`src/rtl/cmp_pkg.sv`:
```
// Shared types and helpers for the comparator: the three-way result enum
// and a saturating increment used by the result-event counters.
package cmp_pkg;

   typedef enum logic [1:0] {
      CMP_LT = 2'd0,
      CMP_EQ = 2'd1,
      CMP_GT = 2'd2
   } cmp_res_e;

   // Increment cnt by one, sticking at max_val instead of wrapping.
   // Operates on 32-bit values so any counter width up to 32 can use it.
   function automatic logic [31:0] sat_inc(input logic [31:0] cnt,
                                           input logic [31:0] max_val);
      logic [31:0] nxt;
      if (cnt >= max_val) begin
         nxt = max_val;
      end else begin
         nxt = cnt + 32'd1;
      end
      return nxt;
   endfunction

endpackage

```
`src/rtl/cmp_core.sv`:
```
// Purely combinational three-way compare of two WIDTH-bit operands.
// With SIGNED=1 the MSB is treated as a two's-complement sign bit.
module cmp_core
   import cmp_pkg::*;
#(
   parameter int WIDTH  = 2,
   parameter int SIGNED = 0
) (
   input  logic [WIDTH-1:0] A,
   input  logic [WIDTH-1:0] B,
   output cmp_res_e         res
);

   // Extend both operands by one bit (sign- or zero-extension) so a single
   // signed comparison covers both the unsigned and the signed modes.
   logic signed [WIDTH:0] a_ext;
   logic signed [WIDTH:0] b_ext;

   // Build the extended operands according to the compare mode.
   always_comb begin
      a_ext = '0;
      b_ext = '0;
      if (SIGNED != 0) begin
         a_ext = {A[WIDTH-1], A};
         b_ext = {B[WIDTH-1], B};
      end else begin
         a_ext = {1'b0, A};
         b_ext = {1'b0, B};
      end
   end

   // Resolve the ordering into exactly one of the three result codes.
   always_comb begin
      res = CMP_EQ;
      if (a_ext > b_ext) begin
         res = CMP_GT;
      end else if (a_ext < b_ext) begin
         res = CMP_LT;
      end else begin
         res = CMP_EQ;
      end
   end

endmodule

```
`src/rtl/comparator_behave.sv`:
```
// Registered comparator: samples A/B when in_valid is high, presents a
// one-hot gt/lt/et result one cycle later and keeps saturating counts of
// how many sampled pairs produced each result.
module comparator_behave
   import cmp_pkg::*;
#(
   parameter int WIDTH  = 2,
   parameter int SIGNED = 0,
   parameter int CNT_W  = 16
) (
   input  logic             clk,
   input  logic             rst_n,
   input  logic [WIDTH-1:0] A,
   input  logic [WIDTH-1:0] B,
   input  logic             in_valid,
   input  logic             clr_cnt,
   output logic             gt,
   output logic             lt,
   output logic             et,
   output logic             out_valid,
   output logic [CNT_W-1:0] gt_cnt,
   output logic [CNT_W-1:0] lt_cnt,
   output logic [CNT_W-1:0] et_cnt
);

   localparam logic [31:0] CNT_MAX = 32'((64'd1 << CNT_W) - 64'd1);

   cmp_res_e res;

   cmp_core #(
      .WIDTH  (WIDTH),
      .SIGNED (SIGNED)
   ) u_core (
      .A   (A),
      .B   (B),
      .res (res)
   );

   // Result register: capture the compare on a valid pair, otherwise hold
   // the last result and drop out_valid.
   always_ff @(posedge clk) begin
      if (!rst_n) begin
         gt        <= 1'b0;
         lt        <= 1'b0;
         et        <= 1'b0;
         out_valid <= 1'b0;
      end else if (in_valid) begin
         gt        <= (res == CMP_GT);
         lt        <= (res == CMP_LT);
         et        <= (res == CMP_EQ);
         out_valid <= 1'b1;
      end else begin
         out_valid <= 1'b0;
      end
   end

   // Event counters: clear wins over a same-edge increment; increments saturate.
   always_ff @(posedge clk) begin
      if (!rst_n) begin
         gt_cnt <= '0;
         lt_cnt <= '0;
         et_cnt <= '0;
      end else if (clr_cnt) begin
         gt_cnt <= '0;
         lt_cnt <= '0;
         et_cnt <= '0;
      end else if (in_valid) begin
         case (res)
            CMP_GT:  gt_cnt <= CNT_W'(sat_inc(32'(gt_cnt), CNT_MAX));
            CMP_LT:  lt_cnt <= CNT_W'(sat_inc(32'(lt_cnt), CNT_MAX));
            CMP_EQ:  et_cnt <= CNT_W'(sat_inc(32'(et_cnt), CNT_MAX));
            default: et_cnt <= et_cnt;
         endcase
      end else begin
         gt_cnt <= gt_cnt;
      end
   end

endmodule

```
`config.mk`:
```
export PLATFORM = sky130hd
export DESIGN_NAME = comparator_behave
export DESIGN_NICKNAME = d
export VERILOG_FILES = /design/src/rtl/cmp_pkg.sv /design/src/rtl/cmp_core.sv /design/src/rtl/comparator_behave.sv
export SDC_FILE = /design/constraint.sdc
export NUM_CORES = 1
export LEC_CHECK = 0
export CAP_MARGIN = 5
export CORE_MARGIN = 5
export CORE_UTILIZATION = 45
export DETAILED_ROUTE_END_ITERATION = 7
export HOLD_SLACK_MARGIN = 0.06
export PLACE_DENSITY = 0.76
export SYNTH_ARGS = -nofsm -noshare
export SYNTH_HDL_FRONTEND = slang
export SYNTH_SLANG_ARGS = --single-unit
```
`constraint.sdc`:
```
create_clock -name clk -period 1.9 [get_ports clk]
set_input_delay 0.285 -clock clk [delete_from_list [all_inputs] [get_ports clk]]
set_output_delay 0.285 -clock clk [all_outputs]
set_load 0.03 [all_outputs]
```
==> results of run 1 <==
## worst max-delay path by stage
stage | slack (ns) | cells past startpoint | end | start
floorplan | 0.001 | 6 | et_cnt[10]$_SDFFE_PP0P_ | et_cnt[0]$_SDFFE_PP0P_
CTS | 0.10 | 6 | et_cnt[10]$_SDFFE_PP0P_ | et_cnt[1]$_SDFFE_PP0P_
detailed placement | -0.53 | 10 | lt_cnt[6]$_SDFFE_PP0P_ | B[1]
global placement | -0.49 | 9 | lt_cnt[5]$_SDFFE_PP0P_ | B[1]
finish | 0.06 | 7 | lt_cnt[12]$_SDFFE_PP0P_ | A[1]
global route | 0.005 | 10 | gt_cnt[14]$_SDFFE_PP0P_ | B[1]
## cells in the final DEF (no fill, tap or decap), types with 4 or more instances in the layout
cell type | netlist | final
nor3_1 | 11 | 10
xor2_1 | 16 | 16
and4_1 | 4 | 4
clkbuf_8 | 0 | 5
o21ai_0 | 11 | 11
dlygate4sd2_1 | 0 | 4
clkdlybuf4s50_1 | 0 | 55
and3_1 | 8 | 8
nand4_1 | 8 | 8
nand3_1 | 25 | 24
a211oi_1 | 7 | 5
nor2b_1 | 5 | 4
nor4_2 | 2 | 4
nand2_1 | 20 | 19
nor2_1 | 22 | 21
xnor2_1 | 11 | 11
a21oi_1 | 28 | 28
buf_4 | 0 | 37
a31oi_1 | 7 | 7
dfxtp_1 | 52 | 52
inv_1 | 6 | 4
## critical path, cell delays in order
cell and delay, ns:
dlygate4sd2_1 0.27, ha_4 0.25, nor2b_2 0.17, buf_12 0.13, or3_4 0.40, nor4_1 0.39, a211oi_2 0.13
## through the flow
step	hold slack, ns	instances	total power [uW]
2_1_floorplan	0.4025	293	1216
3_3_place_gp	0.4771	453	1306
3_5_place_dp	0.4767	453	1309
4_1_cts	0.4961	462	2069
5_1_grt	0.5214	462	2140
6_report	0.5011	462	2054
## sequential cells by signal (all words and copies together) (netlist names)
signal,flops
et,1
et_cnt,16
gt,1
gt_cnt,16
lt,1
lt_cnt,16
out_valid,1
## logic make-up after synthesis
group / share of synthesized area
compound gates: 0.1522
xor+xnor: 0.09431
fa+ha+maj: 0.02495
buf+inv: 0.02195
flops: 0.4152
mux: 0.007984
simple gates: 0.2834
## layout make-up
type / instances / area, um^2
Fill cell: 451 / 1824
Sequential cell: 52 / 1041
Inverter: 6 / 22.52
Clock inverter: 3 / 42.54
Clock buffer: 5 / 68.82
Multi-Input combinational cell: 227 / 1500
Timing Repair Buffer: 97 / 883.3
Tap cell: 72 / 90.09
## repair_timing
action	in CTS	in global routing
buffers inserted	1	0
resized for setup	18	3
hold endpoints to repair	0	0
cloned	0	0
setup endpoints to repair	31	7
pin swaps	7	1
## metal layers
metal,part of all wire,global-route usage,up-vias
met3,0.043,0.03042,17
li1,-,-,1257
met1,0.45,0.2349,1194
met2,0.49,0.3224,75
met5,0,0,-
met4,0.019,0.06475,0
## power breakdown
group          switching, uW  internal [uW]
logic                   99.6           89.4
clock network            369            390
registers               6.99           1100
total                    476           1580
==> flow_summary.ini, run 1 <==
[clocking]
cts_hold_buf = 0
insertion_delay_ns = 0.31
htree_levels = 2
numCtsBuffers = 5
cts_root_buf = clkbuf_8
clkSlewWorstSetupHoldPaths_ns = 0.10
cts.sinks = 52
clk_path_buf_depth = 2
cts_tree = done

[synthesis]
ys.flop_type = dfxtp_1
synth_top_cell_by_area = dfxtp_1
synth_seq_cells = 52
yosys.cell_types.count = 42
synth_warnings = 0
avgSynthCellArea_um2 = 8.558
synth_top_area_share = 0.4152
synth.cell_area_mm2 = 0.002507
ys_top_cells_by_area = dfxtp_1 42%, a21oi_1 5.6%, xor2_1 5.6%, nand3_1 5.0%, xnor2_1 3.8%
async_flop_share = 0
synth_edf_count = 0
synth_nets = 306
ys_seq_area_frac = 0.4152
synth_commonest_cells = 52 x dfxtp_1, 28 x a21oi_1, 25 x nand3_1
yosysMostFrequentCell = dfxtp_1
syn_inst = 293

[die]
dieArea_mm2 = 0.007165
core_area_mm2 = 0.005473
die_h_um = 84.65
dieWidth_um = 84.65
start_util = 0.4582
pin_count = 60
rows = 27

[hold_path]
min_path_cells = 2
hold_class = flop to flop
min_to = gt$_SDFFE_PN0P_
hp-start = gt$_SDFFE_PN0P_

[grt]
grtUsageTotal = 0.1869
grt_pass1_vias = 2442
antenna_found_initial = 0
grt_start_max_net_pins = 30
gr-total-overflow = 0
grt_pass1_wl_um = 11230

[place]
placed_area_mm2 = 0.003446
port-buffer-count = 59
place_ws_ns = -0.5264
gp_congestion = 0.8736
hpwlAfterDp_um = 4947

[pwr]
powerDensity_mw_per_mm2 = 562.8
ir_drop_uv = 347.6
p_leak_uw = 0.001301

[timing]
slew_viol_final = 0
hold_viol_final = 0
min_period_ns = 1.842
fmax_ghz = 0.5430
post-route-period-util = 0.9693
rsz0062_at_grt = false
fin_ws_ns = 0.05828
setup_tns_ns = 0
worst_slew_pin_slew_ns = 0.3722
finClkSkew_ns = 0.01278
relSlewSlack = 0.7496
setup_viol = 0

[setup_path]
end_kind = flop
worst_ep_required_time_ns = 2.08
r2r.worst_path.cells = 6
path_class = input port to flop
cp.arrival_ns = 2.02
critPathLaunchType = input port
cp_max_fo = 8
r2r_slack_ns = 0.15
r2r-start = et_cnt[1]$_SDFFE_PP0P_
timing.rr.end = et_cnt[6]$_SDFFE_PP0P_

[drt]
first_iter_violations = 104
wl_um = 6695
wire_per_inst_um = 14.49
drc = 0
first_pass_iters = 4
vias = 2543
ant_nets = 0
avgViaCountPerCell = 5.504

[flow_run]
drv_cap = 0

[final_layout]
design_area_mm2 = 0.003649
drive_above_1_share = 0.1846
diodes = 0
final_util = 0.6667
nets = 402
area_growth_pct = 45.51

[run_status]
status = finished clean
No activity file was read; power rests on OpenSTA's default activity.
==> run 2: changes to the inputs <==
- SLEW_MARGIN: not set -> 40
- TNS_END_PERCENT: not set -> 5
==> run 2 against run 1 <==
Maximum frequency fell by 0.46%. Non-clock buffer count stayed put. Die area is the same. Flip-flop and latch count did not move. Core utilization decreased by 0.091 points. Worst setup slack worse by 0.0084 ns. Register-to-register slack better by 0.03 ns. Critical path type unchanged.
==> flow_summary.ini, run 2 (same netlist as run 1, synthesis figures left out) <==
[run_status]
status = finished clean

[timing]
hold_viol_final = 0
finClkSkew_ns = 0.009086
rsz0062_at_grt = true
worst_slew_pin_slew_ns = 0.3826
setup_viol = 0
relSlewSlack = 0.7426
post-route-period-util = 0.9738
slew_viol_final = 0
fmax_ghz = 0.5405
min_period_ns = 1.850

[setup_path]
r2r_slack_ns = 0.18
worstSetupStartpoint = A[1]
cp.arrival_ns = 2.03
slowest_stage = or3_4
critPathLaunchType = input port
path_cells = dlygate4sd2_1 > ha_4 > nor2b_2 > buf_12 > or3_4 > nor4_1 > a211oi_2
path_class = input port to flop
critPathMaxStageDelay_ns = 0.40
end_kind = flop
r2r-start = et_cnt[1]$_SDFFE_PP0P_
cp_max_fo = 8
worst_ep_required_time_ns = 2.08

[die]
pin_count = 60
die_h_um = 84.65
dieWidth_um = 84.65
start_util = 0.4582
rows = 27
core_area_mm2 = 0.005473
dieArea_mm2 = 0.007165

[pwr]
p_leak_uw = 0.001301
ir_drop_uv = 347.5
powerDensity_mw_per_mm2 = 563.3
fin_total_pwr_uw = 2052

[clocking]
numCtsBuffers = 5
cts_root_buf = clkbuf_8
insertion_delay_ns = 0.31
cts_hold_buf = 0
htree_levels = 2
clk_path_buf_depth = 2
cts.sinks = 52
cts_tree = done
clkSlewWorstSetupHoldPaths_ns = 0.10

[drt]
ant_nets = 0
avgViaCountPerCell = 5.431
vias = 2509
wire_per_inst_um = 14.47
drc = 0
first_iter_violations = 130
first_pass_iters = 4
wl_um = 6687

[final_layout]
diodes = 0
layout_common_cells = 55 x clkdlybuf4s50_1, 52 x dfxtp_1, 37 x buf_4, 28 x a21oi_1, 24 x nand3_1
area_growth_pct = 45.31
design_area_mm2 = 0.003643
mostFrequentLayoutCell = clkdlybuf4s50_1
layout.cells.non_filler = 462
drive_above_1_share = 0.1821
nets = 402
reg_top3 = et_cnt (16), gt_cnt (16), lt_cnt (16)

[flow_run]
drv_cap = 0

[grt]
grt_pass1_vias = 2442
grtUsageTotal = 0.1869
grt_pass1_wl_um = 11230
gr-total-overflow = 0
antenna_found_initial = 0
grt_start_max_net_pins = 30

[place]
hpwlAfterDp_um = 4947
port-buffer-count = 59
gp_congestion = 0.8736
placed_area_mm2 = 0.003446
place_inst = 453

[hold_path]
hp-start = gt$_SDFFE_PN0P_
hold_class = flop to flop
==> run 2: cell counts in the layout (fill, tap and decap cells not counted) <==
No cell type changed its count.
==> run 2: report_power, final <==
part	internal, uW	switching, uW
logic	89.3	99.8
registers	1100	7.06
clock network	390	368
==> run 2: layer usage <==
metal,global-route usage,up-vias,wire length (um)
li1,-,1260,-
met1,0.2349,1175,2975
met2,0.3224,62,3334
met3,0.03042,12,264
met4,0.06475,0,112
met5,0,-,0
==> run 2: worst max-delay path, delay by kind of cell <==
family                   cells  cell delay (ns)
buffers and inverters        2             0.40
AO/OA/AOI/OAI                1             0.13
AND/OR/NAND/NOR              3             0.96
adder cells (fa/ha/maj)      1             0.25
==> run 2: final timing paths <==
check,end,cells after the start
max,lt_cnt[12]$_SDFFE_PP0P_,7
min,gt$_SDFFE_PN0P_,2
max reg2reg,et_cnt[14]$_SDFFE_PP0P_,8
min reg2reg,gt$_SDFFE_PN0P_,2
==> run 2: what timing repair did <==
action | in CTS | in global routing
endpoints found under the setup margin | 31 | 7
buffers inserted | 1 | 0
resized for setup | 18 | 2
pin swaps | 7 | 1
==> run 2: layout make-up <==
cell class	count	area [um^2]
tap	72	90.09
sequential	52	1041
inverter	6	22.52
timing repair buffer	97	883.3
fill	451	1829
multi-input combinational	227	1495
clock inverter	3	42.54
clock buffer	5	68.82
==> run 2: metrics by stage <==
stage | hold WS, ns | setup WS (ns) | util | setup TNS, ns
after global placement | 0.4771 | -0.4918 | 0.6296 | -16.00
final | 0.5012 | 0.04984 | 0.6658 | 0
after global routing | 0.5214 | -0.01414 | 0.6658 | -0.01414
after detailed placement | 0.4767 | -0.5264 | 0.6296 | -17.56
after CTS | 0.4961 | 0.1034 | 0.6632 | 0
after floorplan | 0.4025 | 0.001204 | - | 0
==> run 3: changes to the inputs <==
- ABC_AREA: not set -> 1
- CORE_UTILIZATION: 45 -> 47
- SLEW_MARGIN: 40 -> not set
==> run 3 against run 2 <==
Die area up 16%. Core utilization fell by 2.5 points. Clock power rose by 3.0%. Worst setup slack improved by 0.061 ns. Final area is 12% higher. Register-to-register slack better by 0.08 ns. Clock skew decreased by 0.0039 ns. Critical path type unchanged.
==> flow_summary.ini, run 3 <==
[clocking]
cts_hold_buf = 0
cts_root_buf = clkbuf_8
numCtsBuffers = 5
insertion_delay_ns = 0.31
clkSlewWorstSetupHoldPaths_ns = 0.10
post_cts_buffers = 0
cts_tree = done
cts.sinks = 52
cts_resized = 0
htree_levels = 2
clk_path_buf_depth = 2

[final_layout]
nets = 578
mostFrequentLayoutCell = nand2_1
drive_above_1_share = 0.1131
layout_common_cells = 131 x nand2_1, 88 x inv_1, 59 x clkdlybuf4s50_1, 55 x nand3_1, 52 x dfxtp_1
reg_top3 = et_cnt (16), gt_cnt (16), lt_cnt (16)
diodes = 0
area_growth_pct = 31.61

[grt]
antenna_found_initial = 0
grtUsageTotal = 0.1856
grt_start_max_net_pins = 29
grt_pass1_vias = 3108
grt_pass1_wl_um = 13270
gr-total-overflow = 0

[synthesis]
synth_warnings = 0
avgSynthCellArea_um2 = 6.486
synth_edf_count = 0
async_flop_share = 0
synth_commonest_cells = 131 x nand2_1, 88 x inv_1, 55 x nand3_1
yosys.cell_types.count = 29
synth_top_area_share = 0.3351
synth.cell_area_mm2 = 0.003107
synth_seq_cells = 52
synth_top_cell_by_area = dfxtp_1
ys_top_cells_by_area = dfxtp_1 34%, nand2_1 16%, inv_1 11%, nand3_1 8.9%, nor2_1 5.0%
syn_inst = 479
ys.flop_type = dfxtp_1
synth_nets = 492
ys_seq_area_frac = 0.3351
yosysMostFrequentCell = nand2_1

[setup_path]
cp.arrival_ns = 2.01
critPathLaunchType = input port
critPathMaxStageDelay_ns = 0.45
path_cells = clkdlybuf4s50_1 > inv_1 > ha_4 > nand2_2 > nand2_1 > nand2_2 > buf_6 > nor2_8 > nand2_1 > nand2_1 > nand3_1 > nand2_1 > inv_1
slowest_stage = clkdlybuf4s50_1
r2r.worst_path.cells = 10
worst_ep_required_time_ns = 2.12
cpMostUsedCell = nand2_1
r2r_slack_ns = 0.26
cp_max_fo = 7
r2r-start = gt_cnt[1]$_SDFFE_PP0P_
end_kind = flop
timing.rr.end = gt_cnt[15]$_SDFFE_PP0P_
path_class = input port to flop

[timing]
fin_ws_ns = 0.1108
relSlewSlack = 0.7798
rsz0062_at_grt = false
setup_viol = 0
hold_viol_final = 0
fmax_ghz = 0.5589
holdWs_ns = 0.4696
post-route-period-util = 0.9417
slew_viol_final = 0
worst_slew_pin_slew_ns = 0.3278
finClkSkew_ns = 0.005165
min_period_ns = 1.789

[drt]
wl_um = 7653
first_pass_iters = 4
avgViaCountPerCell = 4.991
wire_per_inst_um = 11.90
first_iter_violations = 133
drc = 0
ant_nets = 0
vias = 3209

[die]
pin_count = 60
core_area_mm2 = 0.006386
start_util = 0.4865
dieWidth_um = 91.30
dieArea_mm2 = 0.008336
die_h_um = 91.30
rows = 29

[pwr]
ir_drop_uv = 300.4
p_leak_uw = 0.001719
powerDensity_mw_per_mm2 = 506.9

[hold_path]
hold_class = flop to flop
hp-start = et$_SDFFE_PN0P_
min_path_cells = 2
min_to = et$_SDFFE_PN0P_

[flow_run]
drv_cap = 0

[place]
hpwlAfterDp_um = 5849
gp_congestion = 0.8541
place_ws_ns = -0.3060
port-buffer-count = 59

[run_status]
status = finished clean
==> run 3: layout make-up <==
cell class / instances / area (um^2)
tap: 77 / 96.34
timing repair buffer: 86 / 809.5
clock buffer: 5 / 68.82
inverter: 90 / 337.8
fill: 598 / 2297
clock inverter: 3 / 42.54
multi-input combinational: 330 / 1693
sequential: 52 / 1041
==> run 3: logic make-up (layout without fill, tap and decap cells) <==
family	Yosys count	in the layout	synth area share
simple gates	266	267	0.4039
buf+inv	98	184	0.1285
compound gates	52	52	0.09545
flops	52	52	0.3351
xor+xnor	6	6	0.01691
fa+ha+maj	5	5	0.02014
==> run 3: layer usage <==
metal / GRT usage / up-vias / wire length (um)
met5: 0 / - / 0
met4: 0.04156 / 0 / 41
met3: 0.04132 / 4 / 320
met2: 0.3395 / 59 / 3872
met1: 0.2199 / 1474 / 3419
li1: - / 1672 / -
==> run 3: worst max path at each step <==
stage	slack, ns	depth (start not counted)	to	startpoint
after detailed placement	-0.31	13	gt_cnt[15]$_SDFFE_PP0P_	B[1]
after floorplan	0.23	10	et_cnt[11]$_SDFFE_PP0P_	et_cnt[0]$_SDFFE_PP0P_
after global placement	-0.23	13	gt_cnt[9]$_SDFFE_PP0P_	B[1]
after global routing	0.008	14	gt_cnt[13]$_SDFFE_PP0P_	A[0]
final	0.11	13	gt_cnt[15]$_SDFFE_PP0P_	B[1]
after CTS	0.02	13	gt_cnt[15]$_SDFFE_PP0P_	B[1]
==> run 3: through the flow <==
| stage | area (um^2) | power, uW | instances | setup TNS, ns | utilization |
|---|---|---|---|---|---|
| floorplan | 3107 | 1228 | 479 | 0 | - |
| global placement | 3950 | 1308 | 634 | -5.750 | 0.6185 |
| finish | 4089 | 2073 | 643 | 0 | 0.6403 |
| detailed placement | 3950 | 1311 | 634 | -7.911 | 0.6185 |
| global route | 4089 | 2153 | 643 | 0 | 0.6403 |
| CTS | 4061 | 2086 | 642 | 0 | 0.6360 |
==> run 3: critical path: cells and delay by family <==
kind,cells,cell delay (ns)
buffers and inverters,4,0.71
and+or+nand+nor,8,0.70
adders and majority gates,1,0.28
==> run 3: power by group <==
| group | switching (uW) | internal, uW | total, uW | leakage, uW |
|---|---|---|---|---|
| Combinational | 109 | 78.3 | 187 | 0.00124 |
| Clock | 390 | 391 | 781 | 0.0000541 |
| Sequential | 6.56 | 1100 | 1100 | 0.000420 |
| Total | 506 | 1570 | 2070 | 0.00172 |
